===== config.mk =====
export PLATFORM = sky130hd
export DESIGN_NAME = vga_timing_480_flat
export DESIGN_NICKNAME = d
export VERILOG_FILES = /design/src/rtl/vga_480_pkg.sv /design/src/rtl/vga_timing_480_if.sv /design/src/rtl/vga_axis_counter.sv /design/src/rtl/vga_timing_480.sv /design/src/flat_wrapper.sv
export SDC_FILE = /design/constraint.sdc
export NUM_CORES = 1
export LEC_CHECK = 0
export BUFFER_PORTS_ARGS = -buffer_cell sky130_fd_sc_hd__buf_2
export CORE_ASPECT_RATIO = 0.5
export CORE_MARGIN = 5
export CORE_UTILIZATION = 40
export DETAILED_ROUTE_END_ITERATION = 6
export MAX_ROUTING_LAYER = met4
export PLACE_DENSITY_LB_ADDON = 0.05
export SYNTH_ARGS = -nofsm -noshare
export SYNTH_HDL_FRONTEND = slang
export SYNTH_SLANG_ARGS = --single-unit

===== constraint.sdc =====
create_clock -name i_VGA_CLOCK -period 3.7 [get_ports i_VGA_CLOCK]
set_clock_uncertainty 0.05 [all_clocks]
set_input_delay 0.37 -clock i_VGA_CLOCK [delete_from_list [all_inputs] [get_ports i_VGA_CLOCK]]
set_output_delay 0.37 -clock i_VGA_CLOCK [all_outputs]
set_load 0.02 [all_outputs]

===== src/rtl/vga_480_pkg.sv =====
// Shared timing defaults and coordinate type for the 640x480@60 VGA timing generator.
package vga_480_pkg;

    localparam int H_ACTIVE = 640;
    localparam int H_FP     = 16;
    localparam int H_SYNC   = 96;
    localparam int H_BP     = 48;
    localparam int V_ACTIVE = 480;
    localparam int V_FP     = 10;
    localparam int V_SYNC   = 2;
    localparam int V_BP     = 33;

    localparam int H_TOTAL  = H_ACTIVE + H_FP + H_SYNC + H_BP;
    localparam int V_TOTAL  = V_ACTIVE + V_FP + V_SYNC + V_BP;

    localparam int COORD_W  = 10;

    typedef logic [COORD_W-1:0] coord_t;

endpackage


===== src/rtl/vga_timing_480_if.sv =====
// Raster output bundle of the VGA timing generator: coordinates, display enable and syncs.
interface vga_timing_480_if;
    import vga_480_pkg::*;

    coord_t o_Sx;
    coord_t o_Sy;
    logic   o_de;
    logic   o_hsync;
    logic   o_vsync;

    modport master (
        output o_Sx,
        output o_Sy,
        output o_de,
        output o_hsync,
        output o_vsync
    );

    modport slave (
        input o_Sx,
        input o_Sy,
        input o_de,
        input o_hsync,
        input o_vsync
    );

endinterface


===== src/rtl/vga_axis_counter.sv =====
// One raster axis: wrapping position counter with registered active/sync flags
// decoded from the next count so they line up with the registered count.
module vga_axis_counter #(
    parameter int ACTIVE = 640,
    parameter int FP     = 16,
    parameter int SYNC   = 96,
    parameter int BP     = 48
) (
    input  logic                clk,
    input  logic                rst,
    input  logic                step,
    output vga_480_pkg::coord_t count,
    output logic                wrap,
    output logic                active,
    output logic                sync
);
    import vga_480_pkg::*;

    localparam int     TOTAL      = ACTIVE + FP + SYNC + BP;
    localparam coord_t LAST       = coord_t'(TOTAL - 1);
    localparam coord_t ACT_END    = coord_t'(ACTIVE);
    localparam coord_t SYNC_START = coord_t'(ACTIVE + FP);
    localparam coord_t SYNC_END   = coord_t'(ACTIVE + FP + SYNC);

    if (TOTAL > 1024) begin : g_total_check
        $error("vga_axis_counter: axis total %0d exceeds 1024", TOTAL);
    end

    coord_t count_q, count_d;
    logic   active_q, active_d;
    logic   sync_q, sync_d;

    always_comb begin
        wrap     = step && (count_q == LAST);
        count_d  = count_q;
        if (step) begin
            count_d = wrap ? '0 : count_q + coord_t'(1);
        end
        active_d = (count_d < ACT_END);
        sync_d   = (count_d >= SYNC_START) && (count_d < SYNC_END);
    end

    // Reset parks the axis on its last position so the first step lands on 0.
    always_ff @(posedge clk) begin
        if (rst) begin
            count_q  <= LAST;
            active_q <= 1'b0;
            sync_q   <= 1'b0;
        end else begin
            count_q  <= count_d;
            active_q <= active_d;
            sync_q   <= sync_d;
        end
    end

    assign count  = count_q;
    assign active = active_q;
    assign sync   = sync_q;

endmodule


===== src/rtl/vga_timing_480.sv =====
// Free-running 640x480@60 VGA timing generator (horizontal + vertical axis counters).
// Define VGA_SYNC_ACTIVE_HIGH_EN for active-high syncs; default is active-low.
module vga_timing_480 #(
    parameter int H_ACTIVE = vga_480_pkg::H_ACTIVE,
    parameter int H_FP     = vga_480_pkg::H_FP,
    parameter int H_SYNC   = vga_480_pkg::H_SYNC,
    parameter int H_BP     = vga_480_pkg::H_BP,
    parameter int V_ACTIVE = vga_480_pkg::V_ACTIVE,
    parameter int V_FP     = vga_480_pkg::V_FP,
    parameter int V_SYNC   = vga_480_pkg::V_SYNC,
    parameter int V_BP     = vga_480_pkg::V_BP
) (
    input  logic              i_VGA_CLOCK,
    input  logic              i_rst,
    vga_timing_480_if.master  vga
);
    import vga_480_pkg::*;

    coord_t h_count;
    coord_t v_count;
    logic   h_wrap;
    logic   v_wrap_unused;
    logic   h_active;
    logic   v_active;
    logic   h_sync;
    logic   v_sync;

    vga_axis_counter #(
        .ACTIVE (H_ACTIVE),
        .FP     (H_FP),
        .SYNC   (H_SYNC),
        .BP     (H_BP)
    ) u_h_axis (
        .clk    (i_VGA_CLOCK),
        .rst    (i_rst),
        .step   (1'b1),
        .count  (h_count),
        .wrap   (h_wrap),
        .active (h_active),
        .sync   (h_sync)
    );

    vga_axis_counter #(
        .ACTIVE (V_ACTIVE),
        .FP     (V_FP),
        .SYNC   (V_SYNC),
        .BP     (V_BP)
    ) u_v_axis (
        .clk    (i_VGA_CLOCK),
        .rst    (i_rst),
        .step   (h_wrap),
        .count  (v_count),
        .wrap   (v_wrap_unused),
        .active (v_active),
        .sync   (v_sync)
    );

    assign vga.o_Sx = h_count;
    assign vga.o_Sy = v_count;
    assign vga.o_de = h_active & v_active;

`ifdef VGA_SYNC_ACTIVE_HIGH_EN
    assign vga.o_hsync = h_sync;
    assign vga.o_vsync = v_sync;
`else
    assign vga.o_hsync = ~h_sync;
    assign vga.o_vsync = ~v_sync;
`endif

endmodule


===== src/flat_wrapper.sv =====
// flat-port wrapper written by rule: the top's interface ports become plain ports
module vga_timing_480_flat import vga_480_pkg::*;
#(
    parameter int H_ACTIVE = vga_480_pkg::H_ACTIVE,
    parameter int H_FP     = vga_480_pkg::H_FP,
    parameter int H_SYNC   = vga_480_pkg::H_SYNC,
    parameter int H_BP     = vga_480_pkg::H_BP,
    parameter int V_ACTIVE = vga_480_pkg::V_ACTIVE,
    parameter int V_FP     = vga_480_pkg::V_FP,
    parameter int V_SYNC   = vga_480_pkg::V_SYNC,
    parameter int V_BP     = vga_480_pkg::V_BP
)
  (i_VGA_CLOCK, i_rst, vga_o_Sx, vga_o_Sy, vga_o_de, vga_o_hsync, vga_o_vsync);
  vga_timing_480_if vga_i ();
  input  logic i_VGA_CLOCK;
  input  logic i_rst;
  output wire logic [$bits(vga_i.o_Sx)-1:0] vga_o_Sx;
  output wire logic [$bits(vga_i.o_Sy)-1:0] vga_o_Sy;
  output wire logic [$bits(vga_i.o_de)-1:0] vga_o_de;
  output wire logic [$bits(vga_i.o_hsync)-1:0] vga_o_hsync;
  output wire logic [$bits(vga_i.o_vsync)-1:0] vga_o_vsync;
  assign vga_o_Sx = vga_i.o_Sx;
  assign vga_o_Sy = vga_i.o_Sy;
  assign vga_o_de = vga_i.o_de;
  assign vga_o_hsync = vga_i.o_hsync;
  assign vga_o_vsync = vga_i.o_vsync;
  vga_timing_480 #(.H_ACTIVE(H_ACTIVE), .H_FP(H_FP), .H_SYNC(H_SYNC), .H_BP(H_BP), .V_ACTIVE(V_ACTIVE), .V_FP(V_FP), .V_SYNC(V_SYNC), .V_BP(V_BP)) u_core (.i_VGA_CLOCK(i_VGA_CLOCK), .i_rst(i_rst), .vga(vga_i));
endmodule

* Word level (Yosys, flattened, before mapping)
Cells that the tools add are included.
Widths: inputs -> output; s select.
** Cells by class
- $add $sub $neg :: 2
- Muxes and demuxes :: 3
- Equality and inequality tests :: 2
- Bitwise gates (word level) :: 3
- $lt $le $gt $ge :: 6
- Reduce and logical (&&, ||, !) cells :: 3
** Operator list (number)
- $mux 10 :: 3
- $add 10x1->10 const B :: 2
- $eq 10x10->1 const B :: 2
- $lt 10x10->1 const B :: 2
- $lt 10x9->1 const B :: 2
- $ge 10x10->1 const B :: 1
- $ge 10x9->1 const B :: 1
- $logic_and 1x1->1 :: 3
- $not 1->1 :: 2
- $and 1x1->1 :: 1
** Storage, ports and cells
- Register bits :: 24
- Output and inout bits :: 23
- Logic and storage cells :: 25
- Input bits :: 2

* Longest topological paths before layout
- Depth after elaboration :: 6
- Gate-level depth with buffers :: 8
- Mapped depth without buffers :: 7

* Hierarchy
From an unflattened synthesis, not the netlist that was laid out.
** Second synthesis, totals
- Cell total of the unflattened synthesis :: 152
- Area total of the unflattened synthesis :: 1428.9 µm²
** By module, submodules not included
- vga_axis_counter (u_core.u_v_axis) :: sequential area each 240.2 µm², cells each 81, area an instance 730.7 µm², times used 1
- vga_axis_counter (u_core.u_h_axis) :: sequential area each 240.2 µm², cells each 67, area an instance 680.7 µm², times used 1
- vga_timing_480 :: sequential area each 0.0 µm², cells each 4, area an instance 17.5 µm², times used 1

* Least setup slack after synthesis
OpenSTA, ideal clock, no wires.
- Path type :: register to register
- From :: register u_core.u_h_axis.count_q[0] (netlist: u_core.u_h_axis.count[0])
- To :: register u_core.u_v_axis.sync_q (netlist: u_core.u_v_axis.sync)
- Path slack :: 1483 ps
- Library setup time :: 103 ps
- Period minus slack after synthesis :: 2217 ps
- Buffers on the path :: 2
- Required time :: 3547 ps
- Arrival :: 2063 ps
- Cell stages (with the launch flop) :: 9
- Cells stage by stage :: dfxtp_1 > ha_1 > and4_4 > buf_6 > and3_1 > buf_6 > and2_4 > or3_1 > a2111oi_2
** Between the ends
- Cells in the longest elaborated chain, start to end :: 6
** Ends and longest elaborated chain
- start, declared :: line vga_axis_counter.sv:29 : coord_t count_q, count_d;
- start signal, assigned :: line vga_axis_counter.sv:50 : count_q <= count_d;
- $eq 10x10->1 (*) :: line vga_axis_counter.sv:34 : wrap = step && (count_q == LAST);
- $logic_and 1x1->1 :: line vga_axis_counter.sv:34
- $mux 10 :: line vga_axis_counter.sv:37 : count_d = wrap ? '0 : count_q + coord_t'(1);
- $mux 10 (*) :: line vga_axis_counter.sv:36 : if (step) begin
- $ge 10x9->1 / $lt 10x9->1 (equally long branches) :: line vga_axis_counter.sv:40 : sync_d = (count_d >= SYNC_START) && (count_d < SYNC_END);
- $logic_and 1x1->1 (*) :: line vga_axis_counter.sv:40
- end signal, assigned :: line vga_axis_counter.sv:52 : sync_q <= sync_d;
- end, declared :: line vga_axis_counter.sv:31 : logic sync_q, sync_d;
Mark *: on every way between the ends. The rest lies on a longest branch, timed or not.
A chain may end at the register's enable or synchronous reset.

* Worst setup path after layout
Ends and elaborated chain as after synthesis.

==> key figures <==
Worst setup path
  • Startpoint Class: flop
  • Crit end category: flop
  • Crit path DAT: 2.27 ns
  • CP Data Required Time: 3.82 ns
  • Slowest cell delay on critical path: 0.36 ns
  • Crit path kind: flop to flop
  • CP Cell Sequence: ha_1, and4_4, and3_1, and2_4, or3_1, a2111oi_2
  • Max FO, Critical Path: 8
  • R2R cell count: 6
  • Slowest cell on the critical path: dfxtp_1

Synth
  • Synth Cell Area: 1280 um^2
  • Sequential share of the synthesized area: 37.6%
  • Yosys warnings: 0
  • Flip-flop and latch count after synthesis: 24
  • Mean Syn Cell Area: 8.62 um^2
  • EDFF count, synth: 0
  • Ys flop type: dfxtp_1
  • Number of library cell types mapped by synthesis: 41
  • Async SR Flop Fraction: 0%
  • Post-Synthesis Cells: 148
  • Synth Net Count: 153

Clock network
  • Number of hold buffers added after cts: 0
  • Clock buffer depth: 2
  • Clock latency on the worst-skew pair: 0.26 ns
  • # Post-CTS Setup Buffers: 0
  • Clock Pin Slew Worst Setup and Hold Paths: 0.09 ns
  • Root buffer cell: clkbuf_8
  • CTS tree: done
  • Num CTS Buffers: 3
  • Clk sinks: 24
  • H-tree Lvls: 1
  • Resized Gates After CTS: 0

Power and ir drop
  • Comb pwr share: 44.4%
  • Int Power: 0.677 mW
  • Clock network power share: 19.8%
  • Net switching power: 0.480 mW
  • Lkg Pwr: 0.644 nW
  • Flop pwr share: 35.8%
  • Net Sw Frac: 41.5%
  • Worst VDD drop: 0.398 mV
  • Pwr dens: 783 nW/um^2

STA
  • Slew @ Worst Pin: 0.604 ns
  • Slew HR: 59.3%
  • Final setup viols: 0
  • Setup tns final: 0 ns
  • Final hold slack: 0.419 ns
  • RSZ-0062 raised after global routing: no
  • Fin. Hold Viols: 0
  • Final Max Tran Viols: 0
  • Fmax: 465 MHz
  • Setup slack after layout: 1.55 ns
  • Period utilization: 58.1%
  • Minimum clock period: 2.15 ns

GRT
  • Grt total ovfl: 0
  • First-pass GRT wire length: 4840 um
  • Total track usage: 13.5%
  • Antenna violations before repair: 0
  • Largest net degree at the start of global routing: 17
  • Vias in the first global route: 995

Cells and area
  • Antenna diodes: 0
  • Number of fill cells: 301
  • Share of cells above drive strength 1: 22.4%
  • Most frequent cells in the layout: buf_2, dfxtp_1, nand2_1
  • Nets: 176
  • Final Util: 48.8%
  • Area grow syn2layout: 15.8%
  • Post-route insts no fill: 210

Drt
  • Iteration-0 DRC Markers: 30
  • DRC violations left: 0
  • Routed vias: 1107
  • WL/cell: 13.7 um
  • DR pass1 iterations: 4
  • Routed wire length: 2880 um
  • Detail-routed via count per cell: 5.27
  • Antenna Nets Post-Route: 0

Place
  • Port Buf Inserts: 24
  • Placed Cells: 206
  • HPWL Detailed: 2110 um
  • Place WS: 1.58 ns
  • Placer Congestion: 0.824

Floorplan
  • I/O pin cnt: 25
  • Std cell rows: 14
  • Core Area: 3030 um^2
  • DIE AREA: 4490 um^2
  • Initial Utilization: 42.1%
  • Die height: 49.9 um
  • Die outline width: 89.9 um

Run
  • Max cap viols: 0

Run status
  • Status: finished clean

Min path
  • WHS Path Cells: 2
  • HP Class: input pin to flop
cell families (layout without fill, tap and decap cells):
logic type	count (synthesis)	count (layout)	synth area share (%)
adder cells (fa/ha/maj)	3	3	2.94
flip-flops	24	24	37.6
AND/OR/NAND/NOR	70	70	31.8
XOR/XNOR	9	9	6.18
multiplexers	3	3	2.35
AO/OA/AOI/OAI	28	28	14.5
buffers and inverters	11	33	4.61
worst max-delay path: cells and delay by family, from the launching register on:
family	cells	cell delay [ns]
simple gates	4	1.02
flops	1	0.36
compound gates	1	0.34
fa+ha+maj	1	0.28
routing by layer:
metal,global-route usage (%),wire [um],vias up
li1,-,-,577
met1,18.5,1550,507
met2,18.8,1190,21
met3,4.86,120,2
met4,2.72,11,0
met5,-,0,-
power by group through the flow:
| stage | logic, mW | clock network [mW] | registers, mW |
|---|---|---|---|
| after CTS | 0.515 | 0.239 | 0.412 |
| after floorplan | 0.350 | 0 | 0.466 |
| final | 0.514 | 0.229 | 0.414 |
| after global routing | 0.572 | 0.252 | 0.430 |
| after global placement | 0.515 | 0 | 0.417 |
| after detailed placement | 0.511 | 0 | 0.418 |
cells in the mapped netlist (2+ instances only):
cell type	number	area share (%)
a211oi_1	2	1.2
a21oi_1	8	3.1
a31oi_1	2	0.98
and2_1	3	1.5
and3_1	9	4.4
and3b_1	2	1.4
buf_2	2	0.78
buf_6	2	1.8
clkbuf_1	2	0.59
dfxtp_1	24	38
ha_1	3	2.9
inv_1	5	1.5
mux2i_1	3	2.4
nand2_1	12	3.5
nand2b_1	2	0.98
nand3_1	11	4.3
nand4_1	5	2.5
nor2_1	10	2.9
nor2b_1	2	0.98
nor3_1	2	0.78
nor3b_1	2	1.2
o21ai_0	6	2.4
o22ai_1	3	1.5
or2_2	2	0.98
xnor2_1	2	1.4
xor2_1	7	4.8
path summary, 6_finish.rpt:
path,startpoint,endpoint,slack [ns]
worst max-delay path,u_core.u_h_axis.count[0],u_core.u_v_axis.sync,1.55
worst min-delay path,i_rst,u_core.u_v_axis.count[7],0.42
worst max register to register,u_core.u_h_axis.count[0],u_core.u_v_axis.sync,1.55
worst min register to register,u_core.u_h_axis.count[0],u_core.u_h_axis.count[0],0.51
stage by stage:
stage / area (um^2) / total power [mW]
final: 1480 / 1.16
after global routing: 1480 / 1.25
after CTS: 1480 / 1.17
after detailed placement: 1410 / 0.929
after global placement: 1410 / 0.932
after floorplan: 1280 / 0.817
flip-flops by register name (all words and copies together), names as in the netlist:
name                    cells
u_core.u_h_axis.count      10
u_core.u_h_axis.active      1
u_core.u_v_axis.count      10
u_core.u_h_axis.sync        1
u_core.u_v_axis.active      1
u_core.u_v_axis.sync        1
final cells by class:
cell class / count / area (um^2) / area share, %
repair buffers: 24 / 120 / 8.13
multi-input cells: 113 / 737 / 49.9
well taps: 40 / 50.0 / 3.39
flip-flops and latches: 24 / 480 / 32.5
clock buffers: 3 / 41.3 / 2.79
clock inverters: 1 / 30.0 / 2.03
inverters: 5 / 18.8 / 1.27
Power figures use the tool's default switching activity.
